<file path="src/rtl/i2s_transmitter.sv">
// I2S controller transmitter: generates SCK/WS/SD from the fabric clock and
// shifts stereo pairs out MSB-first in 32-bit slots with the I2S one-bit delay.
module i2s_transmitter #(
  parameter int unsigned SAMPLE_WIDTH = 24,
  parameter int unsigned SCK_HALF     = 16
) (
  input  logic                    clk_in,
  input  logic                    rst_in,
  input  logic [SAMPLE_WIDTH-1:0] sample_left_in,
  input  logic [SAMPLE_WIDTH-1:0] sample_right_in,
  input  logic                    sample_valid_in,
  output logic                    sample_ready_out,
  output logic                    i2s_sck_out,
  output logic                    i2s_ws_out,
  output logic                    i2s_sd_out,
  output logic                    frame_start_out,
  output logic                    underrun_out
);

  localparam int unsigned DIV_W   = (SCK_HALF > 1) ? $clog2(SCK_HALF) : 1;
  localparam int unsigned PAD_W   = 32 - SAMPLE_WIDTH;
  localparam int unsigned FRAME_W = 64;
  localparam int unsigned IDX_W   = 6;

  // Left-justify a sample in a 32-bit slot, zero-filling the LSBs.
  function automatic logic [31:0] to_slot(input logic [SAMPLE_WIDTH-1:0] s);
    return 32'(s) << PAD_W;
  endfunction

  logic [DIV_W-1:0]        div_cnt;
  logic                    started;
  logic [IDX_W-1:0]        bit_idx;
  logic [FRAME_W-1:0]      frame_sr;
  logic                    holding_full;
  logic [SAMPLE_WIDTH-1:0] hold_left;
  logic [SAMPLE_WIDTH-1:0] hold_right;

  logic                    div_wrap_c;
  logic                    fall_c;
  logic                    load_c;
  logic                    accept_c;
  logic                    ws_next_c;
  logic [IDX_W-1:0]        bit_next_c;
  logic [FRAME_W-1:0]      frame_load_c;
  logic [FRAME_W-1:0]      frame_src_c;

  // Event decode: divider wrap, fall events, frame position and load source.
  always_comb begin
    div_wrap_c   = (div_cnt == DIV_W'(SCK_HALF - 1));
    fall_c       = div_wrap_c & i2s_sck_out;
    bit_next_c   = started ? (bit_idx + IDX_W'(1)) : '0;
    load_c       = fall_c & (bit_next_c == '0);
    accept_c     = sample_valid_in & sample_ready_out;
    ws_next_c    = (bit_next_c >= IDX_W'(31)) && (bit_next_c <= IDX_W'(62));
    frame_load_c = holding_full ? {to_slot(hold_left), to_slot(hold_right)} : '0;
    frame_src_c  = load_c ? frame_load_c : frame_sr;
  end

  // SCK divider: toggle SCK every SCK_HALF cycles.
  always_ff @(posedge clk_in) begin
    if (rst_in) begin
      div_cnt     <= '0;
      i2s_sck_out <= 1'b0;
    end else if (div_wrap_c) begin
      div_cnt     <= '0;
      i2s_sck_out <= ~i2s_sck_out;
    end else begin
      div_cnt     <= div_cnt + DIV_W'(1);
    end
  end

  // Frame position, shift register and serial outputs, all updated on fall events.
  always_ff @(posedge clk_in) begin
    if (rst_in) begin
      started         <= 1'b0;
      bit_idx         <= '0;
      frame_sr        <= '0;
      i2s_sd_out      <= 1'b0;
      i2s_ws_out      <= 1'b0;
      frame_start_out <= 1'b0;
      underrun_out    <= 1'b0;
    end else begin
      frame_start_out <= 1'b0;
      underrun_out    <= 1'b0;
      if (fall_c) begin
        started    <= 1'b1;
        bit_idx    <= bit_next_c;
        i2s_sd_out <= frame_src_c[FRAME_W-1];
        frame_sr   <= {frame_src_c[FRAME_W-2:0], 1'b0};
        i2s_ws_out <= ws_next_c;
        if (load_c) begin
          frame_start_out <= 1'b1;
          underrun_out    <= ~holding_full;
        end
      end
    end
  end

  // One-pair holding register; a load frees it, an accept fills it.
  always_ff @(posedge clk_in) begin
    if (rst_in) begin
      holding_full     <= 1'b0;
      sample_ready_out <= 1'b1;
      hold_left        <= '0;
      hold_right       <= '0;
    end else if (accept_c) begin
      holding_full     <= 1'b1;
      sample_ready_out <= 1'b0;
      hold_left        <= sample_left_in;
      hold_right       <= sample_right_in;
    end else if (load_c) begin
      holding_full     <= 1'b0;
      sample_ready_out <= 1'b1;
    end
  end

endmodule

</file>
<file path="config.mk">
export PLATFORM = sky130hd
export DESIGN_NAME = i2s_transmitter
export DESIGN_NICKNAME = d
export VERILOG_FILES = /design/src/rtl/i2s_transmitter.sv
export SDC_FILE = /design/constraint.sdc
export NUM_CORES = 1
export LEC_CHECK = 0
export ABC_CLOCK_PERIOD_IN_PS = 2400
export BUFFER_PORTS_ARGS = -buffer_cell sky130_fd_sc_hd__clkbuf_2
export CAP_MARGIN = 30
export CORE_MARGIN = 3
export CORE_UTILIZATION = 25
export CTS_CLUSTER_DIAMETER = 120
export DETAILED_ROUTE_END_ITERATION = 12
export PLACE_DENSITY_LB_ADDON = 0.3
export SYNTH_ARGS = -nofsm -noshare
export SYNTH_HDL_FRONTEND = slang
export SYNTH_SLANG_ARGS = --single-unit
</file>
<file path="constraint.sdc">
create_clock -name clk_in -period 2.4 [get_ports clk_in]
set_input_delay 0 -clock clk_in [delete_from_list [all_inputs] [get_ports clk_in]]
set_output_delay 0 -clock clk_in [all_outputs]
set_load 0.02 [all_outputs]
</file>
==> results of run 1 <==
==> kinds of logic after synthesis <==
group	count (synthesis)	share of synthesized area [%]
adder cells (fa/ha/maj)	2	0.5441
AO/OA/AOI/OAI	175	27.67
AND/OR/NAND/NOR	141	13.17
buffers and inverters	41	4.598
XOR/XNOR	7	1.333
flip-flops	121	52.68
==> worst max-delay path, cell delays in order (launching register included) <==
cell and delay (ps):
dfxtp_1 450, ha_1 350, nor3_1 80, a31o_2 280, a311oi_4 270, buf_4 350, a22o_1 190, a21o_1 80
==> final timing paths <==
kind,to,slack (ps),depth (start not counted)
setup / recovery,frame_sr[46],280,7
hold / removal,hold_right[6],360,4
setup reg to reg,frame_sr[46],280,7
hold reg to reg,underrun_out,450,1
==> layout make-up <==
cell class                 count  area (sq um)  area share (%)
sequential                   121          2422           39.01
multi-input combinational    325          1973           31.78
timing repair buffer         116         888.4           14.31
clock buffer                  25         495.5           7.979
tap                          225         281.5           4.534
clock inverter                 7         137.6           2.216
inverter                       3         11.26          0.1813
==> registers in the layout (all words and copies together), names as in the netlist <==
signal / flops
frame_sr: 55
hold_left: 24
hold_right: 24
bit_idx: 6
div_cnt: 4
frame_start_out: 1
holding_full: 1
i2s_sck_out: 1
i2s_sd_out: 1
i2s_ws_out: 1
sample_ready_out: 1
started: 1
underrun_out: 1
==> per-stage QoR <==
step	area (sq um)	total power [mW]	setup WS, ps	util (%)	hold slack (ps)
2_1_floorplan	4598	2.246	410.4	-	136.0
3_3_place_gp	5029	2.329	330.6	28.48	233.5
3_5_place_dp	5056	2.341	303.7	28.64	232.4
4_1_cts	6190	5.141	272.8	35.06	340.1
5_1_grt	6210	5.259	94.62	35.17	356.7
6_report	6210	5.065	278.6	35.17	360.6
==> synthesized netlist by cell type, types with 2 or more instances <==
master,instances
nor3_1,4
o21ai_0,5
ha_1,2
clkbuf_1,26
nand2_1,102
a21o_1,46
a22oi_1,10
nor2_1,18
dfxtp_1,121
nand4b_1,2
a21oi_1,57
buf_4,5
a32o_1,2
xnor2_1,6
a22o_1,45
buf_6,5
inv_1,3
nand3_1,4
==> where the power goes <==
| part | internal, mW | total, mW | switching (mW) | leakage [nW] |
|---|---|---|---|---|
| clock network | 1.84 | 2.70 | 0.858 | 0.307 |
| logic | 0.134 | 0.265 | 0.131 | 1.50 |
| registers | 2.06 | 2.10 | 0.0335 | 0.983 |
==> routing by layer <==
metal	up-vias	GRT usage [%]	part of all wire [%]
li1	1922	-	-
met1	1774	14.58	49
met2	56	16.67	46
met3	10	3.438	3.4
met4	0	5.000	0.91
met5	-	0	0
==> metrics.csv, run 1 <==
stage;metric;value;unit
status;outcome;finished, final reports clean;
yosys;post-synthesis average cell area;9.442;sq um
clock_tree;CTS Hold Bufs;50;
clock_tree;Root Buffer;clkbuf_16;
timing;Slew Limit Headroom;49.83;%
setup_path;Worst Setup SP;bit_idx[0];
global_route;Overflow after GRT;0;
drt;final WL;10.71;mm
timing;worst slew pin tran;752.6;ps
finish;antenna cell count;0;
finish;Fill cells;1822;
clock_tree;depth of the CTS H-tree;4;
placed_design;IO Port Bufs;56;
drt;routed length per instance;13.03;um
timing;endpoints failing setup;0;
finish;Layout area overhead;35.05;%
yosys;Cell Area, Synth;4598;sq um
clock_tree;CTS Buf Count;17;
yosys;Unique masters post-synth;42;
pwr;VDD IR max;0.0005077;V
timing;hold violation count in the final report;0;
yosys;synth warn;0;
setup_path;CP startpoint kind;flip-flop;
floorplanning;Placeable Area;17660;sq um
clock_tree;CTS resizes;0;
clock_tree;CTS Buffer Depth;2;
finish;share of cells above drive strength 1;17.42;%
timing;Tcrit/Tclk final;88.39;%
finish;commonest non-fill, non-tap cell in the layout;dfxtp_1;
yosys;Synth area leader;dfxtp_1;
drt;violation count after the first detailed-routing iteration;289;
yosys;number of synthesized register bits;121;
yosys;Syn Inst Count;487;
placed_design;placed insts;739;
worst_hold_path;HP Class;in2reg;
yosys;EDFF count, synth;0;
global_route;number of global-route vias before repair;3622;
floorplanning;Die W;141.6;um
yosys;Synth area leaders;dfxtp_1 (53%), a22o_1 (8.6%), nand2_1 (8.3%);
drt;# DRC;0;
setup_path;required time worst endpoint;2750;ps
floorplanning;Die ar.;20060;sq um
timing;setup_tns;0;ps
yosys;top cell type's share of synthesized area;52.68;%
setup_path;critical path capture point type;flip-flop;
global_route;all-layer global routing usage;11.08;%
yosys;asr flop ratio synth;0;%
floorplanning;# IOs;57;
timing;Max Freq;0.4714;GHz
drt;DRT Pass-1 Iters;5;
finish;nets;637;
global_route;largest net degree at the start of global routing;73;
worst_hold_path;min-delay src;sample_right_in[6];
setup_path;CP Max Fanout;29;
yosys;register area share after synthesis;52.68;%
floorplanning;row cnt;48;
timing;final slew viol count;0;
finish;fin cells;822;
clock_tree;CTS tree;yes;
clock_tree;Setup Fix Bufs, Post-CTS;0;
yosys;syn nets;540;
timing;RSZ-0062 raised after global routing;false;
placed_design;gpl congestion;0.7155;
finish;most frequent cells in the layout;dfxtp_1 (121), nand2_1 (101), a21oi_1 (57);
pwr;LEAKAGE;2.789;nW
timing;Final Skew;8.016;ps
clock_tree;Clock Sinks;121;
timing;Tmin final;2121;ps
yosys;Most used DFF post-synth;dfxtp_1;
floorplanning;Die Y-Extent;141.6;um
placed_design;HPWL Detailed;6.856;mm
clock_tree;Worst-Skew Late Latency;410;ps
flow_run;max_cap viols;0;
setup_path;Critical Path AT;2480;ps
floorplanning;Initial Util;26.04;%
global_route;initial antenna violation count;0;
drt;routed vias;3762;
setup_path;worst r2r src;bit_idx[0];
drt;Vias/cell;4.577;
setup_path;Worst Setup Path Type;reg2reg;
pwr;pwr/cell area;815.7;nW/um^2
clock_tree;Clock transition at path regs;50;ps
global_route;first-pass GRT wire length;17.62;mm
drt;remaining antenna violation count;0;
Note: power is estimated with default switching activity, not from simulation.
==> run 2, diff against run 1 <==
--- a/config.mk
+++ b/config.mk
@@ -5,9 +5,10 @@
 export SDC_FILE = /design/constraint.sdc
 export NUM_CORES = 1
 export LEC_CHECK = 0
-export ABC_CLOCK_PERIOD_IN_PS = 2400
+export ABC_AREA = 1
+export ABC_CLOCK_PERIOD_IN_PS = 2500
 export BUFFER_PORTS_ARGS = -buffer_cell sky130_fd_sc_hd__clkbuf_2
-export CAP_MARGIN = 30
+export CAP_MARGIN = 20
 export CORE_MARGIN = 3
 export CORE_UTILIZATION = 25
 export CTS_CLUSTER_DIAMETER = 120
==> constraint.sdc (replaced) <==
create_clock -name clk_in -period 2.5 [get_ports clk_in]
set_input_delay 0 -clock clk_in [delete_from_list [all_inputs] [get_ports clk_in]]
set_output_delay 0 -clock clk_in [all_outputs]
set_load 0.02 [all_outputs]
==> run 2 against run 1 <==
Compared with the run above: flip-flop and latch count stayed put; core utilization down 0.89 points; clock power down 3%; global-route usage rose by 0.64 points; die area grew 11%; via count rose by 24%.
==> metrics.csv, run 2 <==
stage;metric;value;unit
yosys;Post-synth top cells;nand2_1 (222), dfxtp_1 (121), nand3_1 (112);
drt;final WL;12.43;mm
worst_hold_path;HP Class;in2reg;
setup_path;crit path cell chain;ha_1 -> nand3_2 -> nor2_2 -> nand3_1 -> nor2_4 -> buf_4 -> nand3_1 -> nand3_1 -> nand2_1;
yosys;Synth area leaders;dfxtp_1 (47%), nand2_1 (16%), nand3_1 (11%);
global_route;Overflow after GRT;0;
floorplanning;Die W;149.2;um
finish;biggest regs;frame_sr: 55 flops, hold_left: 24 flops, hold_right: 24 flops;
yosys;EDFF count, synth;0;
clock_tree;Clock transition at path regs;50;ps
drt;# DRC;0;
global_route;GR Layer Usage met2;17.99;%
yosys;Cell Area, Synth;5130;sq um
timing;Final Skew;9.054;ps
yosys;asr flop ratio synth;0;%
worst_hold_path;min-delay src;sample_valid_in;
finish;most frequent cells in the layout;nand2_1 (221), dfxtp_1 (120), nand3_1 (112);
finish;nets;891;
floorplanning;Placeable Area;19780;sq um
timing;Tmin final;1933;ps
global_route;first-pass GRT wire length;20.98;mm
drt;routed length per instance;11.14;um
global_route;met3 Use GR;3.403;%
yosys;number of synthesized register bits;121;
setup_path;required time worst endpoint;2810;ps
pwr;VDD IR max;0.0004356;V
timing;Tcrit/Tclk final;77.33;%
setup_path;max incr delay on CP;350;ps
clock_tree;Clock Sinks;121;
setup_path;CP startpoint kind;flip-flop;
yosys;Synth area leader;dfxtp_1;
setup_path;CP most frequent cell;nand3_1;
yosys;most numerous cell in the Yosys netlist;nand2_1;
yosys;syn nets;803;
timing;endpoints failing setup;0;
setup_path;CP Max Fanout;27;
finish;Design Area, Final;6782;sq um
global_route;Global Route met1 Usage;15.78;%
finish;Layout area overhead;32.20;%
clock_tree;Setup Fix Bufs, Post-CTS;0;
clock_tree;Root Buffer;clkbuf_16;
setup_path;Reg2Reg Depth;9;
timing;WHS;138.5;ps
setup_path;Worst Setup Path Type;reg2reg;
clock_tree;CTS Buffer Depth;2;
setup_path;Critical Path AT;2240;ps
placed_design;HPWL Detailed;7.736;mm
flow_run;max_cap viols;0;
clock_tree;depth of the CTS H-tree;4;
global_route;largest net degree at the start of global routing;52;
floorplanning;# IOs;57;
setup_path;critical path capture point type;flip-flop;
timing;Max Freq;0.5173;GHz
yosys;Most used DFF post-synth;dfxtp_1;
floorplanning;Initial Util;25.93;%
clock_tree;CTS tree;yes;
finish;commonest non-fill, non-tap cell in the layout;nand2_1;
pwr;pwr/cell area;732.4;nW/um^2
status;outcome;finished, final reports clean;
clock_tree;CTS resizes;0;
finish;number of flip-flops in the largest register;55;
pwr;LEAKAGE;3.097;nW
timing;final slew viol count;0;
setup_path;Setup crit end;frame_sr[55];
floorplanning;row cnt;51;
setup_path;Worst R2R Setup Slack;570;ps
finish;Most flops, register;frame_sr;
placed_design;placed insts;1035;
timing;RSZ-0062 raised after global routing;false;
setup_path;worst r2r src;div_cnt[0];
placed_design;dpl cell area;5658;sq um
floorplanning;Die ar.;22270;sq um
drt;violation count after the first detailed-routing iteration;201;
yosys;register area share after synthesis;47.22;%
yosys;synth warn;0;
drt;Vias/cell;4.175;
global_route;all-layer global routing usage;11.72;%
global_route;initial antenna violation count;0;
yosys;Syn Inst Count;750;
global_route;number of global-route vias before repair;4372;
drt;remaining antenna violation count;0;
setup_path;Reg-to-Reg End;frame_sr[55];
timing;worst slew pin tran;601.2;ps
drt;routed vias;4659;
yosys;top cell type's share of synthesized area;47.22;%
placed_design;IO Port Bufs;56;
clock_tree;Worst-Skew Late Latency;420;ps
global_route;most used routing layer in global routing;met2;
yosys;post-synthesis average cell area;6.840;sq um
finish;fin cells;1116;
clock_tree;CTS Hold Bufs;49;
drt;DRT Pass-1 Iters;4;
timing;setup_tns;0;ps
finish;share of cells above drive strength 1;12.93;%
yosys;Unique masters post-synth;22;
clock_tree;CTS Buf Count;17;
setup_path;Worst Setup SP;div_cnt[0];
floorplanning;Die Y-Extent;149.2;um
pwr;Tot Pwr;4.967;mW
setup_path;Slowest-stage cell, CP;dfxtp_1;
timing;hold violation count in the final report;0;
timing;Slew Limit Headroom;59.92;%
finish;antenna cell count;0;
placed_design;gpl congestion;0.8074;
-- run 2: area by class of cell --
cell class              instances  area (sq um)
fillers                      2151         13000
multi-input cells             517          2247
repair buffers                119         913.4
clock inverters                 7         137.6
well taps                     265         331.6
flip-flops and latches        121          2424
clock buffers                  25         495.5
inverters                      62         232.7
-- run 2: cells by family (layout without fill, tap and decap cells) --
family          count (synthesis)  count (layout)  synth area share, %
compound gates                 62              62                6.146
simple gates                  452             452                36.56
fa+ha+maj                       2               2               0.4877
flops                         121             121                47.22
xor+xnor                        1               1               0.1708
buf+inv                       112             213                9.414
-- run 2: through the flow --
step | setup slack [ps] | utilization, %
finish | 566.8 | 34.28
global route | 356.1 | 34.28
CTS | 558.4 | 34.28
detailed placement | 570.3 | 28.60
global placement | 568.6 | 28.60
floorplan | 882.4 | -
-- run 2: worst min-delay path by stage --
stage	to	slack, ps	depth (start not counted)
6_report	sample_ready_out	140	4
3_3_place_gp	hold_right[15]	260	3
5_1_grt	sample_ready_out	210	4
3_5_place_dp	hold_right[10]	260	3
4_1_cts	sample_ready_out	140	4
2_1_floorplan	holding_full	70	1
-- run 2: power by group --
group          total [mW]  internal, mW  switching (mW)
combinational       0.304         0.145           0.159
sequential           2.05          2.00          0.0486
clock                2.61          1.77           0.840
-- run 2: metal layers --
layer | vias to the layer above | wire length, um
li1 | 2529 | -
met1 | 2043 | 6344
met2 | 73 | 5401
met4 | 0 | 147
met3 | 14 | 533
met5 | - | 0
-- run 2: worst max-delay path: cells and delay by family (launching register included) --
| kind | cells | cell delay (ps) |
|---|---|---|
| DFF | 1 | 350 |
| and+or+nand+nor | 7 | 980 |
| buffers and inverters | 1 | 320 |
| adders and majority gates | 1 | 200 |
==> run 3, diff against run 2 <==
--- a/config.mk
+++ b/config.mk
@@ -6,7 +6,7 @@
 export NUM_CORES = 1
 export LEC_CHECK = 0
 export ABC_AREA = 1
-export ABC_CLOCK_PERIOD_IN_PS = 2500
+export ABC_CLOCK_PERIOD_IN_PS = 1980
 export BUFFER_PORTS_ARGS = -buffer_cell sky130_fd_sc_hd__clkbuf_2
 export CAP_MARGIN = 20
 export CORE_MARGIN = 3
==> constraint.sdc (replaced) <==
create_clock -name clk_in -period 1.98 [get_ports clk_in]
set_input_delay 0 -clock clk_in [delete_from_list [all_inputs] [get_ports clk_in]]
set_output_delay 0 -clock clk_in [all_outputs]
set_load 0.02 [all_outputs]
==> run 3 against run 2 <==
Compared with the run above: clock skew about the same; sequential share of layout area up 0.13 points; via count up 1.5%; critical path depth up 1; final area down 0.35%; setup slack worse by 340 ps; critical endpoint is now frame_sr[15].
==> metrics.csv, run 3 (synthesized netlist as in run 2, its figures left out) <==
stage;metric;value;unit
global_route;first-pass GRT wire length;21.36;mm
timing;Tmin final;1758;ps
drt;remaining antenna violation count;0;
setup_path;worst r2r src;bit_idx[2];
finish;number of flip-flops in the largest register;55;
drt;routed length per instance;11.13;um
setup_path;Buffers & Inverters on Critical Path;1;
drt;Vias/cell;4.213;
setup_path;CP most frequent cell;nand2_1;
setup_path;Critical Path Stages;10;
status;outcome;finished, final reports clean;
floorplanning;Placeable Area;19780;sq um
finish;antenna cell count;0;
floorplanning;Die ar.;22270;sq um
floorplanning;# IOs;57;
global_route;largest net degree at the start of global routing;37;
clock_tree;depth of the CTS H-tree;4;
finish;most frequent cells in the layout;nand2_1 (221), dfxtp_1 (120), nand3_1 (112);
global_route;Overflow after GRT;0;
timing;hold violation count in the final report;0;
pwr;Psw;1.368;mW
finish;Layout area overhead;31.73;%
timing;setup_tns;0;ps
pwr;combinational share of power;6.9;%
global_route;number of global-route vias before repair;4509;
setup_path;Reg2Reg Depth;10;
setup_path;Slowest-stage cell, CP;dfxtp_1;
setup_path;Setup crit end;frame_sr[15];
global_route;all-layer global routing usage;11.74;%
pwr;LEAKAGE;3.083;nW
setup_path;crit path cell chain;nand3_2 -> nor2_2 -> nand2_1 -> nand2_1 -> nand3_2 -> nand2_2 -> buf_12 -> nand2_1 -> nand3_1 -> nand2_1;
floorplanning;Die W;149.2;um
pwr;pwr/cell area;857.0;nW/um^2
finish;nets;898;
clock_tree;Clock transition at path regs;60;ps
clock_tree;CTS tree;yes;
finish;Most flops, register;frame_sr;
pwr;P_int;4.423;mW
setup_path;Worst Setup Path Type;reg2reg;
floorplanning;row cnt;51;
setup_path;Worst Setup SP;bit_idx[2];
placed_design;Setup WS pre-CTS;182.1;ps
clock_tree;Worst-Skew Late Latency;400;ps
timing;final slew viol count;0;
setup_path;delay-heaviest family, CP;simple AND/OR/NAND/NOR gates;
placed_design;IO Port Bufs;56;
finish;share of cells above drive strength 1;13.87;%
drt;violation count after the first detailed-routing iteration;219;
worst_hold_path;HP Class;in2reg;
clock_tree;Setup Fix Bufs, Post-CTS;0;
drt;# DRC;0;
global_route;initial antenna violation count;0;
setup_path;CP startpoint kind;flip-flop;
finish;commonest non-fill, non-tap cell in the layout;nand2_1;
timing;final setup margin;221.9;ps
drt;DRT Pass-1 Iters;4;
drt;final WL;12.50;mm
setup_path;CP Max Fanout;34;
timing;Max Freq;0.5688;GHz
floorplanning;Initial Util;25.93;%
timing;endpoints failing setup;0;
timing;RSZ-0062 raised after global routing;false;
setup_path;Reg-to-Reg End;frame_sr[15];
clock_tree;CTS Buf Count;17;
clock_tree;CTS Buffer Depth;2;
setup_path;critical path capture point type;flip-flop;
pwr;switching share of power;23.63;%
clock_tree;Root Buffer;clkbuf_16;
setup_path;Worst R2R Setup Slack;220;ps
floorplanning;Die Y-Extent;149.2;um
setup_path;max incr delay on CP;460;ps
pwr;VDD IR max;0.0005434;V
setup_path;Critical Path AT;2060;ps
placed_design;HPWL Detailed;8.089;mm
timing;worst slew pin tran;443.2;ps
pwr;sequential share of power;44.5;%
flow_run;max_cap viols;0;
setup_path;required time worst endpoint;2280;ps
timing;Tcrit/Tclk final;88.79;%
timing;Final Skew;8.957;ps
drt;routed vias;4731;
timing;Slew Limit Headroom;70.42;%
finish;biggest regs;frame_sr: 55 flops, hold_left: 24 flops, hold_right: 24 flops;
pwr;Clock power frac;48.6;%
placed_design;gpl congestion;0.7947;
clock_tree;Clock Sinks;121;
[run 3: final cells by class]
class | instances | area (sq um)
fillers | 2149 | 13020
flip-flops and latches | 121 | 2424
multi-input cells | 517 | 2252
repair buffers | 126 | 978.4
clock buffers | 19 | 432.9
well taps | 265 | 331.6
inverters | 62 | 232.7
clock inverters | 13 | 106.4
[run 3: layer usage]
layer / vias to the layer above / wire, um / share of wire, % / GRT usage (%)
met4: 0 / 150 / 1.2 / 3.936
met5: - / 0 / 0 / 0
li1: 2540 / - / - / -
met1: 2104 / 6464 / 52 / 15.70
met3: 13 / 415 / 3.3 / 2.765
met2: 74 / 5465 / 44 / 18.65
[run 3: how the worst min path moves through the flow]
stage,start,slack [ps],cells past startpoint,to
final,sample_valid_in,80,4,sample_ready_out
after floorplan,rst_in,70,1,holding_full
after detailed placement,sample_right_in[10],260,3,hold_right[10]
after global placement,sample_right_in[9],260,3,hold_right[9]
after CTS,sample_valid_in,80,4,sample_ready_out
after global routing,sample_valid_in,110,4,sample_ready_out
[run 3: worst register-to-register path, stage by stage (launching register included)]
cell,delay [ps]
dfxtp_1,460
nand3_2,120
nor2_2,110
nand2_1,60
nand2_1,70
nand3_2,210
nand2_2,220
buf_12,210
nand2_1,90
nand3_1,70
nand2_1,50
[run 3: repair_timing]
item / CTS / global route
hold buffers: 49 / 0
endpoints found under the setup margin: 0 / 3
resized for setup: 0 / 1
endpoints found under the hold margin: 52 / 0
[run 3: stage by stage]
| step | hold slack (ps) | cell area [sq um] | instances | util, % | power, mW |
|---|---|---|---|---|---|
| finish | 75.16 | 6758 | 1123 | 34.16 | 5.791 |
| CTS | 77.33 | 6753 | 1123 | 34.14 | 5.880 |
| detailed placement | 255.9 | 5723 | 1042 | 28.93 | 2.966 |
| global placement | 259.1 | 5723 | 1042 | 28.93 | 2.961 |
| global route | 109.8 | 6758 | 1123 | 34.16 | 6.073 |
| floorplan | 69.07 | 5130 | 750 | - | 2.827 |
[run 3: power groups by stage]
stage          sequential (mW)  combinational, mW  clock [mW]
5_1_grt                   2.59              0.466        3.02
6_report                  2.58              0.401        2.81
2_1_floorplan             2.62              0.211           0
3_3_place_gp              2.63              0.335           0
3_5_place_dp              2.63              0.336           0
4_1_cts                   2.58              0.413        2.89
